File: src/rtl/mdu_pkg.sv
// Shared MDU definitions: funct codes, sequencer state encoding and op-class helpers.
// MDU_DIV_EN enables the divide ops in the start-op decode.
package mdu_pkg;

  localparam logic [5:0] FUNCT_MFHI  = 6'd16;
  localparam logic [5:0] FUNCT_MTHI  = 6'd17;
  localparam logic [5:0] FUNCT_MFLO  = 6'd18;
  localparam logic [5:0] FUNCT_MTLO  = 6'd19;
  localparam logic [5:0] FUNCT_MULT  = 6'd24;
  localparam logic [5:0] FUNCT_MULTU = 6'd25;
  localparam logic [5:0] FUNCT_DIV   = 6'd26;
  localparam logic [5:0] FUNCT_DIVU  = 6'd27;

  typedef enum logic [1:0] {
    ST_IDLE = 2'd0,
    ST_CALC = 2'd1,
    ST_FIX  = 2'd2
  } mdu_state_e;

  function automatic logic is_start_op(input logic [5:0] f);
`ifdef MDU_DIV_EN
    return (f == FUNCT_MULT) || (f == FUNCT_MULTU) || (f == FUNCT_DIV) || (f == FUNCT_DIVU);
`else
    return (f == FUNCT_MULT) || (f == FUNCT_MULTU);
`endif
  endfunction

  function automatic logic is_signed_op(input logic [5:0] f);
    return (f == FUNCT_MULT) || (f == FUNCT_DIV);
  endfunction

endpackage

File: src/rtl/mdu_step.sv
// One radix-2 iteration: shift-add multiply step, or restoring-divide step when MDU_DIV_EN is defined.
module mdu_step #(
  parameter int WIDTH = 32
) (
`ifdef MDU_DIV_EN
  input  logic               is_div_i,
`endif
  input  logic [2*WIDTH-1:0] acc_i,
  input  logic [WIDTH-1:0]   opnd_i,
  output logic [2*WIDTH-1:0] acc_o
);

  logic [WIDTH:0]       sum;
  logic [2*WIDTH-1:0]   mul_next;
`ifdef MDU_DIV_EN
  logic [WIDTH:0]       top;
  logic [WIDTH:0]       diff;
  logic [2*WIDTH-1:0]   div_next;
`endif

  // Multiply: low half holds the remaining multiplier bits, product grows in from the top.
  always_comb begin
    sum      = {1'b0, acc_i[2*WIDTH-1:WIDTH]} + (acc_i[0] ? {1'b0, opnd_i} : '0);
    mul_next = {sum, acc_i[WIDTH-1:1]};
`ifdef MDU_DIV_EN
    // Divide: remainder in the top half, dividend bits shift out of the low half as quotient bits shift in.
    top      = acc_i[2*WIDTH-1:WIDTH-1];
    diff     = top - {1'b0, opnd_i};
    div_next = diff[WIDTH] ? {top[WIDTH-1:0],  acc_i[WIDTH-2:0], 1'b0}
                           : {diff[WIDTH-1:0], acc_i[WIDTH-2:0], 1'b1};
    acc_o    = is_div_i ? div_next : mul_next;
`else
    acc_o    = mul_next;
`endif
  end

endmodule

File: src/rtl/mdu_sequencer.sv
// Iterative multiply/divide sequencer owning HI/LO; stalls EX while an operation is in flight.
// MDU_DIV_EN adds DIV/DIVU and the div_zero_o flag; without it DIV/DIVU are ignored.
module mdu_sequencer
  import mdu_pkg::*;
#(
  parameter int WIDTH = 32
) (
  input  logic             clk,
  input  logic             rst_n,
  input  logic             op_valid_i,
  input  logic [5:0]       funct_i,
  input  logic [WIDTH-1:0] rs_i,
  input  logic [WIDTH-1:0] rt_i,
  input  logic             flush_i,
  output logic             stall_o,
  output logic             busy_o,
  output logic             done_o,
  output logic             div_zero_o,
  output logic [WIDTH-1:0] hi_o,
  output logic [WIDTH-1:0] lo_o,
  output logic [WIDTH-1:0] rd_data_o
);

  localparam int CW = (WIDTH > 1) ? $clog2(WIDTH) : 1;

  mdu_state_e          state, state_nx;
  logic [CW-1:0]       cnt;
  logic [2*WIDTH-1:0]  acc, acc_step, prod_fix;
  logic [WIDTH-1:0]    opb, mag_a, mag_b, res_hi, res_lo;
  logic                sign_a, sign_b, neg_a, neg_b;
  logic                accept, start_op, finish, last_step;
`ifdef MDU_DIV_EN
  logic                is_div, div_zero;
  logic [WIDTH-1:0]    rem_mag, quo_mag;
`endif

  always_ff @(posedge clk or negedge rst_n) begin
    if (!rst_n) state <= ST_IDLE;
    else        state <= state_nx;
  end

  always_comb begin
    state_nx = state;
    unique case (state)
      ST_IDLE: if (start_op) state_nx = ST_CALC;
      ST_CALC: begin
        if (flush_i)        state_nx = ST_IDLE;
        else if (last_step) state_nx = ST_FIX;
      end
      ST_FIX:  state_nx = ST_IDLE;
      default: state_nx = ST_IDLE;
    endcase
  end

  always_comb begin
    busy_o    = (state != ST_IDLE);
    stall_o   = busy_o & op_valid_i;
    accept    = (state == ST_IDLE) & op_valid_i & ~flush_i;
    start_op  = accept & is_start_op(funct_i);
    finish    = (state == ST_FIX) & ~flush_i;
    last_step = (cnt == CW'(WIDTH - 1));
    rd_data_o = '0;
    if (funct_i == FUNCT_MFHI)      rd_data_o = hi_o;
    else if (funct_i == FUNCT_MFLO) rd_data_o = lo_o;
  end

  // Operands are reduced to unsigned magnitudes; signs are reapplied in FIX.
  assign neg_a = is_signed_op(funct_i) & rs_i[WIDTH-1];
  assign neg_b = is_signed_op(funct_i) & rt_i[WIDTH-1];
  assign mag_a = neg_a ? -rs_i : rs_i;
  assign mag_b = neg_b ? -rt_i : rt_i;

  mdu_step #(.WIDTH(WIDTH)) u_step (
`ifdef MDU_DIV_EN
    .is_div_i (is_div),
`endif
    .acc_i    (acc),
    .opnd_i   (opb),
    .acc_o    (acc_step)
  );

  always_ff @(posedge clk or negedge rst_n) begin
    if (!rst_n) begin
      acc    <= '0;
      opb    <= '0;
      sign_a <= 1'b0;
      sign_b <= 1'b0;
      cnt    <= '0;
`ifdef MDU_DIV_EN
      is_div <= 1'b0;
`endif
    end else if (start_op) begin
      acc    <= {{WIDTH{1'b0}}, mag_a};
      opb    <= mag_b;
      sign_a <= neg_a;
      sign_b <= neg_b;
      cnt    <= '0;
`ifdef MDU_DIV_EN
      is_div <= (funct_i == FUNCT_DIV) || (funct_i == FUNCT_DIVU);
`endif
    end else if (state == ST_CALC) begin
      acc <= acc_step;
      cnt <= cnt + 1'b1;
    end
  end

  // With a zero divisor the remainder naturally ends up as the dividend magnitude.
  always_comb begin
    prod_fix = (sign_a ^ sign_b) ? -acc : acc;
    res_hi   = prod_fix[2*WIDTH-1:WIDTH];
    res_lo   = prod_fix[WIDTH-1:0];
`ifdef MDU_DIV_EN
    div_zero = (opb == '0);
    rem_mag  = acc[2*WIDTH-1:WIDTH];
    quo_mag  = acc[WIDTH-1:0];
    if (is_div) begin
      res_hi = sign_a ? -rem_mag : rem_mag;
      res_lo = div_zero ? '1 : ((sign_a ^ sign_b) ? -quo_mag : quo_mag);
    end
`endif
  end

  always_ff @(posedge clk or negedge rst_n) begin
    if (!rst_n) begin
      hi_o   <= '0;
      lo_o   <= '0;
      done_o <= 1'b0;
    end else begin
      done_o <= finish;
      if (finish) begin
        hi_o <= res_hi;
        lo_o <= res_lo;
      end else if (accept && funct_i == FUNCT_MTHI) begin
        hi_o <= rs_i;
      end else if (accept && funct_i == FUNCT_MTLO) begin
        lo_o <= rs_i;
      end
    end
  end

`ifdef MDU_DIV_EN
  always_ff @(posedge clk or negedge rst_n) begin
    if (!rst_n) div_zero_o <= 1'b0;
    else        div_zero_o <= finish & is_div & div_zero;
  end
`else
  assign div_zero_o = 1'b0;
`endif

endmodule

File: config.mk
export PLATFORM = sky130hd
export DESIGN_NAME = mdu_sequencer
export DESIGN_NICKNAME = d
export VERILOG_FILES = /design/src/rtl/mdu_pkg.sv /design/src/rtl/mdu_step.sv /design/src/rtl/mdu_sequencer.sv
export SDC_FILE = /design/constraint.sdc
export NUM_CORES = 1
export LEC_CHECK = 0
export ABC_CLOCK_PERIOD_IN_PS = 3300
export BUFFER_PORTS_ARGS = -buffer_cell sky130_fd_sc_hd__buf_2
export CORE_MARGIN = 4
export CORE_UTILIZATION = 31
export DETAILED_ROUTE_END_ITERATION = 8
export PLACE_DENSITY_LB_ADDON = 0.2
export SYNTH_ARGS = -nofsm -noshare
export SYNTH_HDL_FRONTEND = slang
export SYNTH_SLANG_ARGS = --single-unit
File: constraint.sdc
create_clock -name clk -period 3.3 [get_ports clk]
set_input_delay 0 -clock clk [delete_from_list [all_inputs] [get_ports clk]]
set_output_delay 0 -clock clk [all_outputs]
set_load 0.02 [all_outputs]
==> results.ini <==
[status]
status = finished clean

[placement]
gp_congestion = 0.870
dp.cells = 2093
pre_cts_slack_ns = 0.118
dp_hpwl_um = 31000
portBuffers = 172
dpl_cell_area_um2 = 13700

[drt]
dr.pass1.iters = 5
vias_per_cell = 5.28
drtIter0Drc = 702
routed_wl_um = 41100
drc = 0
wl_per_cell_um = 18.7
via_count = 11600
postRouteAntennaNets = 0

[yosys]
ys_ff_latch = 170
synth_area_leader_cell = dfrtp_1
synthFlopType = dfrtp_1
syn_area_per_cell_um2 = 8.41
synth-seq-area-share = 0.348
async_flop_share = 1.00
synth_top_family_by_area = compound AO/OA/AOI/OAI gates
synth_commonest_cells = dfrtp_1 (170), o21ai_0 (154), nand2_1 (145)
yosys.area_share.adder = 0.0395
yosys_warnings = 0
synthMuxAreaShare = 0.0533
synth.area.top_cells = dfrtp_1 (35%), o21ai_0 (6.3%), mux2i_1 (5.3%)
synthDistinctLibCells = 68
yosysMostFrequentCell = dfrtp_1
synth-edff-count = 0
netlist_area_um2 = 12200
yosys.area_share.simple = 0.201
synthesis.instances = 1452
synth.net_count = 1564
synthXorXnorAreaFrac = 0.0925
synth_top_area_share = 0.348
synth-compound-area-share = 0.227

[floorplanning]
core.rowCount = 72
start_util = 0.315
die_height_um = 206
core_region_area_um2 = 38800
die_w_um = 206
die_area_um2 = 42600
ioPinCount = 174

[clock_network]
ctsLongestPathBuffers = 2
clk_pin_slew_ns = 0.08
numCtsBuffers = 17
insertion_delay_ns = 0.45
cts_root_buf = clkbuf_16
h-tree-depth = 4
cts.sinks = 170
cts_tree = done
cts_setup_buffers = 0

[global_route]
grt_overflow = 0
grt_pass1_wl_um = 64900
first_global_vias = 11300
grt_antenna_before_repair = 0
grt_max_degree = 75
grt_use_total = 0.192

[setup_path]
critPathRequiredTime_ns = 3.68
cp.arrival_ns = 3.50
cp-start-kind = register
cp_max_fo = 7
crit_type = reg -> reg
cp-end-kind = register

[timing]
hold_viol_final = 0
setup_viol = 0
tightest_slew_ns = 0.765
setup_slack_ns = 0.184
slew_headroom = 0.488
tns_ns = 0
holdWs_ns = 0.0692
fin_crit_ns = 3.12
fmax_ghz = 0.321
min_period_over_period = 0.944
drv_slew = 0
grt_setup_unrepaired = false
skew_ns = 0.0130

[finish]
multiInputGateArea_um2 = 7560
layout-area-overhead-vs-synth_pct = 23.6
finalNonFillerCells = 2195
n_fill_cell = 3988
n_antenna_cell = 0
fin_nets = 1776
postLayoutCellArea_um2 = 15100
seqCellArea_um2 = 4250
drive_gt1_frac = 0.168

[min_path]
worstHoldPathType = in -> async

[flow_run]
max_cap_viol_count = 0

[pwr]
ir_drop_uv = 306
pwr_density_cell_nw_per_um2 = 516
leakage_nw = 6.69

[metal layers]
metal	part of all wire	vias up	track usage
li1	-	5689	-
met1	0.49	5582	0.277
met2	0.46	280	0.310
met3	0.042	38	0.0213
met4	0.014	0	0.0447
met5	0	-	0
[final cells by class]
type | instances | area share
Clock inverter | 11 | 0.0105
Inverter | 22 | 0.00547
Tap cell | 518 | 0.0429
Sequential cell | 170 | 0.282
Multi-Input combinational cell | 1169 | 0.501
Timing Repair Buffer | 284 | 0.127
Clock buffer | 21 | 0.0312
[power breakdown]
| part | internal (mW) | switching [mW] | total [mW] |
|---|---|---|---|
| clock network | 1.27 | 0.944 | 2.21 |
| logic | 1.02 | 1.50 | 2.52 |
| registers | 2.46 | 0.607 | 3.06 |
[through the flow]
step	power, mW	util
CTS	7.83	0.388
detailed placement	5.54	0.354
global placement	5.51	0.354
finish	7.80	0.389
global route	8.28	0.389
floorplan	4.59	-
[path summary, 6_finish.rpt]
path                            start       to  slack [ns]  depth (start not counted)
setup / recovery               acc[0]  acc[57]        0.18                         11
setup reg to reg               acc[0]  acc[57]        0.18                         11
max in group asynchronous       rst_n  opb[28]        2.35                          3
min in group clk           funct_i[3]   opb[0]        0.13                          3
hold / removal                  rst_n  hi_o[4]        0.07                          2
hold reg to reg               opb[17]  opb[17]        0.48                          2
[cells by family after synthesis]
logic type               count (synthesis)
XOR/XNOR                               129
other                                    1
buffers and inverters                  113
flip-flops                             170
adder cells (fa/ha/maj)                 38
AND/OR/NAND/NOR                        487
multiplexers                            65
AO/OA/AOI/OAI                          449
[placed cells by master, fill, tap and decap left out, types with 7 or more instances in the layout]
| cell type | n |
|---|---|
| buf_2 | 171 |
| dfrtp_1 | 170 |
| o21ai_0 | 154 |
| nand2_1 | 144 |
| nor2_1 | 120 |
| a21oi_1 | 105 |
| xnor2_1 | 70 |
| dlygate4sd3_1 | 70 |
| mux2i_1 | 65 |
| xor2_1 | 58 |
| a22oi_1 | 45 |
| and2_1 | 43 |
| nor3_1 | 40 |
| buf_4 | 38 |
| ha_1 | 37 |
| nand3_1 | 31 |
| a211oi_1 | 24 |
| inv_1 | 21 |
| o31ai_1 | 19 |
| a31oi_1 | 17 |
| clkbuf_16 | 17 |
| nor2b_1 | 15 |
| a21o_1 | 15 |
| or3_1 | 14 |
| a22o_1 | 11 |
| or4_1 | 10 |
| nand4_1 | 9 |
| o211ai_1 | 9 |
| nor3b_1 | 8 |
| nor4_1 | 8 |
| and3_1 | 7 |
[critical path, cell delays in order (launching register included)]
cell and delay (ns):
dfrtp_1 0.47, and2_1 0.18, ha_1 0.22, fa_1 0.41
a21o_1 0.23, a221oi_4 0.26, buf_4 0.17, nor3_1 0.06
a21bo_2 0.25, a31o_2 0.29, a2111o_1 0.41, nand3_1 0.08
[registers in the layout, indices dropped and copies added, names as in the netlist]
| name | cells |
|---|---|
| opb | 32 |
| done_o | 1 |
| sign_a | 1 |
| sign_b | 1 |
| lo_o | 32 |
| acc | 64 |
| hi_o | 32 |
| state | 2 |
| cnt | 5 |
[timing repair]
item,in CTS,in global routing
gates resized for setup,0,4
hold buffers,70,0
endpoints found under the setup margin,0,4
endpoints found under the hold margin,235,0
No activity file was read; power rests on OpenSTA's default activity.
